===== src/rtl/hdspsr_trim_pkg.sv =====
// Shared types for the hdspsr trim distributor: trim field layout and FSM states.
package hdspsr_trim_pkg;

  localparam int TRIM_W = 19;

  // Field order matches the TDR override packing, MSB first.
  typedef struct packed {
    logic [2:0] wa;
    logic [1:0] ra;
    logic [1:0] wmce;
    logic [1:0] wpulse;
    logic       mce;
    logic       shutoff;
    logic       wa_disable;
    logic       stbyp;
    logic [3:0] rmce;
    logic [1:0] sbc;
  } hdspsr_trim_t;

  typedef enum logic [1:0] {
    ST_IDLE,
    ST_LOAD,
    ST_SHIFT,
    ST_UPDATE
  } trim_state_e;

endpackage


===== src/rtl/hdspsr_trim_rot_shreg.sv =====
// TRIM_W-bit circular right-rotating shift register with parallel load.
module hdspsr_trim_rot_shreg
  import hdspsr_trim_pkg::*;
(
  input  logic              ijtag_tck,
  input  logic              ijtag_reset,
  input  logic              load,
  input  logic [TRIM_W-1:0] load_val,
  input  logic              rot,
  output logic [TRIM_W-1:0] q
);

  // NOTE: sequential state uses non-blocking assignments so every flop samples pre-edge values.
  always_ff @(posedge ijtag_tck or negedge ijtag_reset) begin
    if (!ijtag_reset) begin
      q <= '0;
    end else if (load) begin
      q <= load_val;
    end else if (rot) begin
      q <= {q[0], q[TRIM_W-1:1]};
    end
  end

endmodule


===== src/rtl/hdspsr_trim_distributor.sv =====
// Resolves fuse/override trim and broadcasts it LSB-first down the hdspsr trim chain.
// Optional tail readback compare: define HDSPSR_TRIM_READBACK_CHK_EN.
module hdspsr_trim_distributor
  import hdspsr_trim_pkg::*;
#(
  parameter int NUM_ARRAYS = 4
) (
  input  logic              ijtag_tck,
  input  logic              ijtag_reset,
  input  logic              fuse_valid,
  input  logic [TRIM_W-1:0] fuse_trim,
  input  logic              trim_ovrd_en,
  input  logic [TRIM_W-1:0] ovrd_trim,
  input  logic              apply_req,
  output logic              trim_sdo,
  output logic              trim_shift_en,
  output logic              trim_update,
  input  logic              trim_sdi,
  output logic              busy,
  output logic              done,
  output logic [TRIM_W-1:0] applied_trim,
  output logic              trim_err
);

  localparam int CHAIN_LEN = NUM_ARRAYS * TRIM_W;
  localparam int CNT_W     = $clog2(CHAIN_LEN);
  localparam logic [CNT_W-1:0] CNT_LAST = CNT_W'(CHAIN_LEN - 1);

  trim_state_e       state, next_state;
  logic [CNT_W-1:0]  cnt;
  logic              applied_valid;
  hdspsr_trim_t      resolved;
  logic              src_ok;
  logic              trigger;
  logic              load;
  logic              rot;
  logic              next_sdo;
  logic [TRIM_W-1:0] shreg_q;

  assign resolved = trim_ovrd_en ? hdspsr_trim_t'(ovrd_trim) : hdspsr_trim_t'(fuse_trim);
  assign src_ok   = fuse_valid | trim_ovrd_en;
  assign trigger  = src_ok & (~applied_valid | (resolved != hdspsr_trim_t'(applied_trim)) | apply_req);

  hdspsr_trim_rot_shreg u_data_shreg (
    .ijtag_tck   (ijtag_tck),
    .ijtag_reset (ijtag_reset),
    .load        (load),
    .load_val    (resolved),
    .rot         (rot),
    .q           (shreg_q)
  );

  always_ff @(posedge ijtag_tck or negedge ijtag_reset) begin
    if (!ijtag_reset) state <= ST_IDLE;
    else              state <= next_state;
  end

  // NOTE: every output of this block gets a default first, so no path can infer a latch.
  always_comb begin
    next_state = state;
    load       = 1'b0;
    rot        = 1'b0;
    next_sdo   = 1'b0;
    unique case (state)
      ST_IDLE:   if (trigger) next_state = ST_LOAD;
      ST_LOAD: begin
        load       = 1'b1;
        next_state = ST_SHIFT;
      end
      ST_SHIFT: begin
        rot = 1'b1;
        if (cnt == CNT_LAST) next_state = ST_UPDATE;
      end
      ST_UPDATE: next_state = ST_IDLE;
      default:   next_state = ST_IDLE;
    endcase
    // Registered sdo must already hold the bit the shift register will present next cycle.
    if (next_state == ST_SHIFT) next_sdo = load ? resolved[0] : shreg_q[1];
  end

  always_ff @(posedge ijtag_tck or negedge ijtag_reset) begin
    if (!ijtag_reset) begin
      cnt           <= '0;
      applied_trim  <= '0;
      applied_valid <= 1'b0;
      trim_sdo      <= 1'b0;
      trim_shift_en <= 1'b0;
      trim_update   <= 1'b0;
      busy          <= 1'b0;
      done          <= 1'b0;
    end else begin
      if (load)     cnt <= '0;
      else if (rot) cnt <= cnt + 1'b1;
      // After CHAIN_LEN rotations (a multiple of TRIM_W) the register holds the captured word again.
      if (state == ST_UPDATE) begin
        applied_trim  <= shreg_q;
        applied_valid <= 1'b1;
      end
      busy          <= (next_state != ST_IDLE);
      trim_shift_en <= (next_state == ST_SHIFT);
      trim_update   <= (next_state == ST_UPDATE);
      done          <= (state == ST_UPDATE);
      trim_sdo      <= next_sdo;
    end
  end

`ifdef HDSPSR_TRIM_READBACK_CHK_EN
  logic [TRIM_W-1:0] rb_q;
  logic              chk_armed;
  logic              rb_unused_hi;

  // The previous pass's word emerges at the tail in the same order it was sent.
  hdspsr_trim_rot_shreg u_rb_shreg (
    .ijtag_tck   (ijtag_tck),
    .ijtag_reset (ijtag_reset),
    .load        (load),
    .load_val    (applied_trim),
    .rot         (rot),
    .q           (rb_q)
  );

  assign rb_unused_hi = ^rb_q[TRIM_W-1:1];

  always_ff @(posedge ijtag_tck or negedge ijtag_reset) begin
    if (!ijtag_reset) begin
      chk_armed <= 1'b0;
      trim_err  <= 1'b0;
    end else begin
      if (load) chk_armed <= applied_valid;
      if (rot && chk_armed && (trim_sdi != rb_q[0])) trim_err <= 1'b1;
    end
  end
`else
  logic sdi_unused;

  assign sdi_unused = trim_sdi;
  assign trim_err   = 1'b0;
`endif

endmodule


===== config.mk =====
export PLATFORM = sky130hd
export DESIGN_NAME = hdspsr_trim_distributor
export DESIGN_NICKNAME = d
export VERILOG_FILES = /design/src/rtl/hdspsr_trim_pkg.sv /design/src/rtl/hdspsr_trim_rot_shreg.sv /design/src/rtl/hdspsr_trim_distributor.sv
export SDC_FILE = /design/constraint.sdc
export NUM_CORES = 1
export LEC_CHECK = 0
export CAP_MARGIN = 30
export CELL_PAD_IN_SITES_DETAIL_PLACEMENT = 0
export CELL_PAD_IN_SITES_GLOBAL_PLACEMENT = 1
export CORE_UTILIZATION = 53
export CTS_CLUSTER_SIZE = 20
export DETAILED_ROUTE_END_ITERATION = 6
export DONT_BUFFER_PORTS = 1
export GPL_TIMING_DRIVEN = 0
export PLACE_DENSITY = 0.8
export SLEW_MARGIN = 25
export SYNTH_ARGS = -nofsm -noshare
export SYNTH_HDL_FRONTEND = slang
export SYNTH_SLANG_ARGS = --single-unit

===== constraint.sdc =====
create_clock -name ijtag_tck -period 4.1 [get_ports ijtag_tck]
set_input_delay 0.41 -clock ijtag_tck [delete_from_list [all_inputs] [get_ports ijtag_tck]]
set_output_delay 0.41 -clock ijtag_tck [all_outputs]
set_load 0.01 [all_outputs]

Yosys cells after proc, flatten, opt, wreduce, memory -nomap -nowiden
Index checks and enable logic that the tools add are counted.
Storage, ports and cells
  register bits: 53
  latch bits: 0
  memory bits (writable): 0
  memory bits (read-only): 0
  logic and storage cells: 38
  memories kept: 0
Operators by class
  $add $sub $neg: 1
  multipliers: 0
  div/mod/pow operators: 0
  $lt $le $gt $ge: 0
  equality and inequality tests: 7
  shift operators: 0
  muxes and demuxes: 12
  bitwise logic cells: 5
  reduce and logical (&&, ||, !) cells: 3
Operators with widths (number)
  $mux 19: 3
  $ne 19x19->1: 1
  $mux 7: 2
  $eq 2x2->1 const B: 4
  $pmux 2 s4: 1
  $add 7x1->7 const B: 1
  $eq 7x7->1 const B: 1
  $mux 1: 4
  $mux 2: 2
  $reduce_bool 2->1: 2
  $or 1x1->1: 3
  $eq 2x1->1 const B: 1
  $logic_not 2->1: 1
  $and 1x1->1: 1
  $not 1->1: 1

Longest topological paths before layout
Gate-level depths: netlist (run 1).
  depth in word-level cells: 9
  depth in mapped cells: 7

Hierarchy
A second synthesis (run 1) with hierarchy kept.
Second synthesis, totals
  cell total of the unflattened synthesis: 237
  area, all modules: 2778.9 um^2
By module, submodules not included
  hdspsr_trim_distributor: times used 1, cells each 155, area each 1896.8 um^2, seq. area each 850.8 um^2
  hdspsr_trim_rot_shreg: times used 1, cells each 82, area each 882.1 um^2, seq. area each 475.5 um^2

Least setup slack after synthesis (run 1)
OpenSTA, ideal clock, no wires.
  kind: register to register
  from: reg state[0]
  to: reg trim_sdo
  setup time: 0.078 ns
  arrival: 1.657 ns
  data required time: 4.022 ns
  setup slack: 2.365 ns
  cell stages (with the launch flop): 8
  path buffers: 1
  clock period less this slack: 1.735 ns
  path through: dfrtp_1 inv_1 ha_1 clkbuf_1 inv_2 a211oi_1 nand3_1 o2bb2ai_1
On the way
  longest elaborated chain between the ends: 4
  elaborated cells on any way between the ends: 11
  those cells by class: 4 x eq/ne; 6 x mux; 1 x reduce/logical
Ends and longest elaborated chain
  from (decl): RTL line hdspsr_trim_distributor.sv:29  | trim_state_e state, next_state;
  from (signal assigned): RTL line hdspsr_trim_distributor.sv:55  | else state <= next_state;
  $eq 2x2->1, or another cell as far along: RTL line hdspsr_trim_distributor.sv:64  | unique case (state)
  $pmux 2 s4 (*): RTL line hdspsr_trim_distributor.sv:64
  named net next_state[1]: RTL line hdspsr_trim_distributor.sv:29
  $eq 2x2->1 (*): RTL line hdspsr_trim_distributor.sv:78  | if (next_state == ST_SHIFT) next_sdo = load ? resolved[0] : shreg_q[1];
  $mux 1 (*): RTL line hdspsr_trim_distributor.sv:78
  named net next_sdo: RTL line hdspsr_trim_distributor.sv:37  | logic next_sdo;
  to (signal assigned): RTL line hdspsr_trim_distributor.sv:103  | trim_sdo <= next_sdo;
  to (decl): RTL line hdspsr_trim_distributor.sv:15  | output logic trim_sdo,
The timed path passes the listed nets; every way through them passes the cells marked *.
A chain may end at the register's enable or synchronous reset.

Worst setup path after layout (run 1)
  from: reg state[0]
  to: reg busy
On the way
  longest elaborated chain between the ends: 3
  elaborated cells on any way between the ends: 8
  those cells by class: 3 x eq/ne; 3 x mux; 2 x reduce/logical
Ends and longest elaborated chain
  $eq 2x2->1, or another cell as far along: RTL line hdspsr_trim_distributor.sv:64
  $pmux 2 s4 (*): RTL line hdspsr_trim_distributor.sv:64
  named net next_state[1]: RTL line hdspsr_trim_distributor.sv:29
  $reduce_bool 2->1 (*): RTL line hdspsr_trim_distributor.sv:99  | busy <= (next_state != ST_IDLE);
  to (signal assigned): RTL line hdspsr_trim_distributor.sv:99
  to (decl): RTL line hdspsr_trim_distributor.sv:19  | output logic busy,
Marked as above.

==> results.py, run 1 <==
metrics = {
    "outcome": {
        "status": "completed",
    },
    "min_path": {
        "hold_class": "reg2reg",
    },
    "setup_path": {
        "reg2reg_slack_ns": 1.93,
        "crit_fanout": 10,
        "endpoint": "busy",
        "cp.required_ns": 4.27,
        "worstPathArrival_ns": 2.34,
        "setup.worst_path.class": "reg2reg",
        "start_kind": "flip-flop",
        "r2r_end": "busy",
        "reg2reg_depth": 7,
        "startpoint": "state[0]",
        "worstReg2RegStart": "state[0]",
        "crit_path_end_kind": "flip-flop",
    },
    "cells_and_area": {
        "seqCellArea_mm2": 0.00133,
        "synthToLayoutAreaGrowth_pct": 7.10,
        "multi_input_area_mm2": 0.00133,
        "stdcell_area_mm2": 0.00294,
        "fin_util_pct": 60.7,
        "fin_nets": 298,
        "fillers": 409,
        "n_antenna_cell": 0,
        "drive_gt1_share_pct": 16.5,
    },
    "sta": {
        "period_minus_slack_ns": 2.17,
        "drv_slew": 0,
        "fin_crit_sh_pct": 53.0,
        "relSlewSlack_pct": 53.0,
        "finalHoldViolations": 0,
        "tightest_slew_ns": 0.704,
        "fmax_ghz": 0.460,
        "rsz0062_at_grt": "false",
        "tns_ns": 0,
        "setup_viol": 0,
        "fin_worst_skew_ns": 0.00572,
    },
    "placement": {
        "io_buffer_count": 0,
        "gp_congestion": 0.782,
        "post-dp-hpwl_mm": 4.10,
        "placed_area_mm2": 0.00283,
    },
    "cts": {
        "h-tree-depth": 2,
        "clk_pin_slew_worst_paths_ns": 0.09,
        "postCtsSetupRepairBufs": 0,
        "clock_latency_ns": 0.30,
        "numCtsBuffers": 5,
        "cts_tree": "built",
        "clock-root-buffer": "clkbuf_8",
        "cts_max_path_buffers": 2,
        "clkSinkCount": 53,
    },
    "routing": {
        "first_pass_iters": 4,
        "vias_per_cell": 5.91,
        "routed_wl_mm": 5.78,
        "final_antenna_net_count": 0,
        "num_vias": 1861,
        "routedWlPerCell_um": 18.3,
        "drtIter0Drc": 87,
        "drc": 0,
    },
    "synth": {
        "ys_top_cells_by_count": "53 x dfrtp_1, 26 x nor2_1, 21 x mux2_2, 20 x a211oi_1, 20 x xnor2_1",
        "ys.flop_type": "dfrtp_1",
        "synth_cell_type_count": 35,
        "yosysTopAreaCellShare_pct": 48.2,
        "netlist.top_cell.by_area": "dfrtp_1",
        "syn_area_mm2": 0.00275,
        "ys_seq_elements": 53,
        "synth_edf_count": 0,
        "netlist_instances": 240,
        "synth_nets": 289,
        "synth.area.top_cells": "dfrtp_1 48%, mux2_2 8.6%, xnor2_1 6.4%, a211oi_1 5.5%, mux2i_1 5.5%",
        "yosysWarnings": 0,
        "synthArstFlopShare_pct": 100,
        "synth_most_common_cell": "dfrtp_1",
        "yosysSeqAreaShare_pct": 48.2,
        "avgSynthCellArea_um2": 11.5,
    },
    "grt": {
        "track_usage_pct": 22.5,
        "grt-ovfl-total": 0,
        "grt_pass1_wl_mm": 9.09,
        "grt_max_degree": 54,
        "antenna_found_initial": 0,
        "grt_pass1_vias": 1776,
    },
    "pwr": {
        "p_per_area_mw_per_mm2": 822,
        "leakage_uw": 0.00131,
        "ir_drop_uv": 423,
    },
    "floorplanning": {
        "fp.dieArea_mm2": 0.00548,
        "fp.dieW_um": 74.0,
        "core_area_mm2": 0.00485,
        "die_y_um": 74.0,
        "num_rows": 25,
        "io_pins": 69,
        "start_util_pct": 56.7,
    },
    "job": {
        "cap_violations": 0,
    },
}
-- stage by stage --
step	instances	hold slack (ns)	total power, uW	setup slack [ns]
floorplan	240	0.114	1870	2.37
global placement	307	0.116	2120	1.94
detailed placement	307	0.116	2150	1.93
CTS	315	0.482	2430	1.92
global route	315	0.520	2600	1.75
finish	315	0.479	2420	1.93
-- area by class of cell --
cell class	count	area share (%)
well taps	67	2.85
clock buffers	5	2.34
inverters	4	0.510
plain buffers	15	2.55
clock inverters	1	0.170
multi-input cells	168	45.3
flip-flops and latches	53	45.0
repair buffers	2	1.27
-- metal layers --
metal / GRT usage [%] / wire [um] / share of wire (%)
met1: 32.6 / 2770 / 48
met4: 5.13 / 46 / 0.80
met5: 0 / 0 / 0
met2: 35.3 / 2730 / 47
met3: 4.47 / 227 / 3.9
-- worst max-delay path, cell delays in order, from the launching register on --
cell       delay, ns
dfrtp_1         0.43
inv_1           0.08
ha_1            0.31
clkbuf_1        0.24
inv_2           0.23
buf_1           0.46
nand3_1         0.13
a2bb2oi_1       0.16
-- sequential cells by signal, indices dropped and copies added, names as in the netlist --
register / count
applied_trim: 19
u_data_shreg.q: 19
cnt: 7
state: 2
applied_valid: 1
busy: 1
done: 1
trim_sdo: 1
trim_shift_en: 1
trim_update: 1
-- cells by family after synthesis --
| family | Yosys count | synth area share, % |
|---|---|---|
| and+or+nand+nor | 47 | 8.92 |
| other | 1 | 0.136 |
| adders and majority gates | 5 | 2.28 |
| buffers and inverters | 19 | 3.28 |
| AOI/OAI and AO/OA | 54 | 14.4 |
| xor gates and xnor gates | 21 | 6.69 |
| DFF | 53 | 48.2 |
| muxes | 40 | 16.1 |
-- cells in the final DEF (no fill, tap or decap), types with 4 or more instances in the layout --
cell type / synthesis / layout
clkbuf_8: 0 / 5
xnor2_1: 20 / 20
a211oi_1: 20 / 20
dfrtp_1: 53 / 53
nor2_1: 26 / 26
o2bb2ai_1: 5 / 5
nand3_1: 5 / 5
a21oi_1: 5 / 5
mux2_2: 21 / 21
ha_1: 5 / 5
mux2i_1: 15 / 15
clkbuf_1: 9 / 9
nor4_2: 4 / 4
a21o_1: 19 / 19
mux2i_2: 4 / 4
-- where the power goes --
part | internal (uW) | total [uW] | switching (uW)
registers | 777 | 1050 | 270
logic | 507 | 1100 | 595
clock network | 113 | 272 | 159
total | 1400 | 2420 | 1020
-- worst min-delay path by stage --
stage,start,end,slack [ns],depth (start not counted)
after detailed placement,ijtag_reset,cnt[3],0.12,0
after floorplan,ijtag_reset,applied_trim[0],0.11,0
after global routing,applied_valid,applied_valid,0.52,1
after global placement,ijtag_reset,cnt[2],0.12,0
after CTS,applied_valid,applied_valid,0.48,1
final,applied_valid,applied_valid,0.48,1
-- what timing repair did --
item | in CTS | in global routing
endpoints found under the setup margin | 0 | 0
resized for setup | 0 | 0
hold endpoints to repair | 53 | 0
hold buffers | 2 | 0
Power figures use the tool's default switching activity.
==> run 2, diff against run 1 <==
--- a/config.mk
+++ b/config.mk
@@ -5,15 +5,16 @@
 export SDC_FILE = /design/constraint.sdc
 export NUM_CORES = 1
 export LEC_CHECK = 0
+export ABC_AREA = 1
 export CAP_MARGIN = 30
 export CELL_PAD_IN_SITES_DETAIL_PLACEMENT = 0
 export CELL_PAD_IN_SITES_GLOBAL_PLACEMENT = 1
-export CORE_UTILIZATION = 53
+export CORE_UTILIZATION = 45
 export CTS_CLUSTER_SIZE = 20
 export DETAILED_ROUTE_END_ITERATION = 6
 export DONT_BUFFER_PORTS = 1
 export GPL_TIMING_DRIVEN = 0
-export PLACE_DENSITY = 0.8
+export PLACE_DENSITY = 0.75
 export SLEW_MARGIN = 25
 export SYNTH_ARGS = -nofsm -noshare
 export SYNTH_HDL_FRONTEND = slang
==> constraint.sdc (replaced) <==
create_clock -name ijtag_tck -period 2.06 [get_ports ijtag_tck]
set_input_delay 0.206 -clock ijtag_tck [delete_from_list [all_inputs] [get_ports ijtag_tck]]
set_output_delay 0.206 -clock ijtag_tck [all_outputs]
set_load 0.01 [all_outputs]
==> run 2 against run 1 <==
Routed wire length grew 33%. Highest routed layer unchanged. Count of clock-buffer cells in the layout grew 1. Utilization shrank 9.8 points. Non-clock buffer count grew 1. Die area grew 25%. Power grew 88%. Global-route usage grew 1.6 points. First-iteration DRC count grew 43%. Sequential power grew 75%.
==> results.py, run 2 <==
metrics = {
    "routing": {
        "routed_wl_mm": 7.66,
        "vias_per_cell": 5.11,
        "drc": 0,
        "final_antenna_net_count": 0,
        "num_vias": 2500,
        "drtIter0Drc": 124,
        "routedWlPerCell_um": 15.7,
        "first_pass_iters": 4,
    },
    "job": {
        "cap_violations": 0,
    },
    "pwr": {
        "p_clk_share_pct": 16.6,
        "ir_drop_uv": 773,
        "pwr-share-seq_pct": 40.5,
        "internal_power_uw": 2540,
        "combinationalPowerShare_pct": 42.9,
        "p_per_area_mw_per_mm2": 1410,
        "leakage_uw": 0.00168,
        "switchingPower_uw": 2000,
        "switching_share_pct": 44.1,
    },
    "cts": {
        "cts_max_path_buffers": 2,
        "h-tree-depth": 2,
        "clock_latency_ns": 0.31,
        "clkSinkCount": 53,
        "clk_pin_slew_worst_paths_ns": 0.10,
        "numCtsBuffers": 5,
        "cts_tree": "built",
        "clock-root-buffer": "clkbuf_8",
    },
    "grt": {
        "grt_pass1_wl_mm": 11.9,
        "grt_max_degree": 54,
        "grt-ovfl-total": 0,
        "antenna_found_initial": 0,
        "grt_pass1_vias": 2351,
        "track_usage_pct": 24.1,
    },
    "sta": {
        "fin_crit_sh_pct": 93.2,
        "period_minus_slack_ns": 1.92,
        "fin_ws_ns": 0.140,
        "relSlewSlack_pct": 62.5,
        "fmax_ghz": 0.521,
        "rsz0062_at_grt": "false",
        "drv_slew": 0,
        "finalHoldViolations": 0,
        "fin_worst_skew_ns": 0.00645,
        "setup_viol": 0,
        "hold_ws_ns": 0.165,
        "tightest_slew_ns": 0.562,
    },
    "setup_path": {
        "crit_path_end_kind": "flip-flop",
        "reg2reg_slack_ns": 0.14,
        "start_kind": "flip-flop",
        "startpoint": "state[0]",
        "crit_fanout": 10,
        "worstReg2RegStart": "state[0]",
        "cp.required_ns": 2.23,
        "reg2reg_depth": 8,
        "r2r_end": "u_data_shreg.q[6]",
        "endpoint": "u_data_shreg.q[6]",
        "setup.worst_path.class": "reg2reg",
        "worstPathArrival_ns": 2.09,
    },
    "floorplanning": {
        "start_util_pct": 46.4,
        "fp.dieW_um": 82.7,
        "num_rows": 29,
        "core_area_mm2": 0.00631,
        "die_y_um": 82.7,
        "fp.dieArea_mm2": 0.00684,
        "io_pins": 69,
    },
    "synth": {
        "synth_cell_type_count": 28,
        "yosysWarnings": 0,
        "synth_edf_count": 0,
        "ys.flop_type": "dfrtp_1",
        "netlist_instances": 401,
        "yosysTopAreaCellShare_pct": 45.3,
        "netlist.top_cell.by_area": "dfrtp_1",
        "synth_most_common_cell": "nand2_1",
        "ys_seq_elements": 53,
        "yosysSeqAreaShare_pct": 45.3,
        "synth_nets": 450,
        "synth.area.top_cells": "dfrtp_1 45%, nand2_1 17%, inv_1 9.1%, nand3_1 5.8%, o221ai_1 3.9%",
        "avgSynthCellArea_um2": 7.31,
        "syn_area_mm2": 0.00293,
        "synthArstFlopShare_pct": 100,
        "ys_top_cells_by_count": "135 x nand2_1, 71 x inv_1, 53 x dfrtp_1, 34 x nand3_1",
    },
    "cells_and_area": {
        "reg_top3": "applied_trim: 19 flops, u_data_shreg.q: 19 flops, cnt: 7 flops",
        "drive_gt1_share_pct": 8.25,
        "layout_commonest_cell": "nand2_1",
        "final_cell_mix": "134 x nand2_1, 70 x inv_1, 53 x dfrtp_1",
        "synthToLayoutAreaGrowth_pct": 9.65,
        "n_antenna_cell": 0,
        "fin_nets": 460,
        "fin_util_pct": 50.9,
    },
    "placement": {
        "gp_congestion": 0.775,
        "io_buffer_count": 0,
        "post-dp-hpwl_mm": 5.39,
        "pre_cts_ws_ns": -0.456,
    },
    "outcome": {
        "status": "completed",
    },
    "min_path": {
        "hold_class": "in2reg",
    },
}
run 2: cell types whose count changed after synthesis, sizes merged, moves of 20 or more:
cell and change:
xnor2 -20, o21ai +22, nand2 +139, inv +68, nand3 +29, mux2 -20
a211oi -20
run 2: layer usage:
metal  share of wire (%)  GRT usage (%)
met3                 7.7           4.18
met1                  48           33.9
met2                  44           38.8
met5                   0              0
met4                 1.1           5.17
run 2: per-stage QoR:
step	total power, uW	instances	TNS, ns	area, um^2
2_1_floorplan	3120	401	0	2930
3_3_place_gp	3650	478	-4.68	3030
3_5_place_dp	3680	478	-4.89	3030
4_1_cts	4560	489	0	3200
5_1_grt	4940	489	0	3210
6_report	4540	489	0	3210
run 2: power by group through the flow:
stage | clock [uW] | sequential [uW] | combinational, uW
final | 753 | 1840 | 1950
after global routing | 807 | 1900 | 2230
after CTS | 768 | 1850 | 1940
after detailed placement | 0 | 1870 | 1810
after global placement | 0 | 1860 | 1780
after floorplan | 0 | 1790 | 1330
run 2: how the worst min path moves through the flow:
stage,start,end,slack (ns),cells past startpoint
after floorplan,ijtag_reset,applied_trim[0],-0.09,0
after global placement,ijtag_reset,applied_trim[5],-0.09,0
after detailed placement,ijtag_reset,applied_trim[4],-0.09,0
after CTS,ovrd_trim[17],u_data_shreg.q[17],0.16,4
after global routing,fuse_trim[12],u_data_shreg.q[12],0.18,4
final,ovrd_trim[17],u_data_shreg.q[17],0.17,4
run 2: logic make-up (layout without fill, tap and decap cells):
kind of cell | after synthesis | in the layout | share of synthesized area, %
other | 1 | 1 | 0.128
multiplexers | 1 | 1 | 0.384
flip-flops | 53 | 53 | 45.3
AND/OR/NAND/NOR | 203 | 203 | 28.5
buffers and inverters | 87 | 98 | 12.0
AO/OA/AOI/OAI | 49 | 49 | 11.0
adder cells (fa/ha/maj) | 5 | 5 | 2.13
XOR/XNOR | 2 | 2 | 0.598
run 2: area by class of cell:
cell class	instances	area, um^2
multi-input combinational	261	1260
clock buffer	6	82.6
fill	673	3100
timing repair buffer	3	45.0
clock inverter	2	37.5
sequential	53	1330
tap	77	96.3
inverter	72	270
buffer	15	91.3
run 2: timing repair:
action,CTS,global route
gates resized for setup,6,5
setup buffers,1,0
endpoints found under the hold margin,53,0
hold buffers,2,0
pin swaps,1,0
endpoints found under the setup margin,16,12
run 2: worst max-delay path, stage by stage (launching register included):
cell and delay, ns:
dfrtp_1 0.42, inv_1 0.10, ha_1 0.31, clkbuf_4 0.20, inv_1 0.13, nor2_4 0.06, inv_1 0.14, buf_2 0.27
o221ai_1 0.15
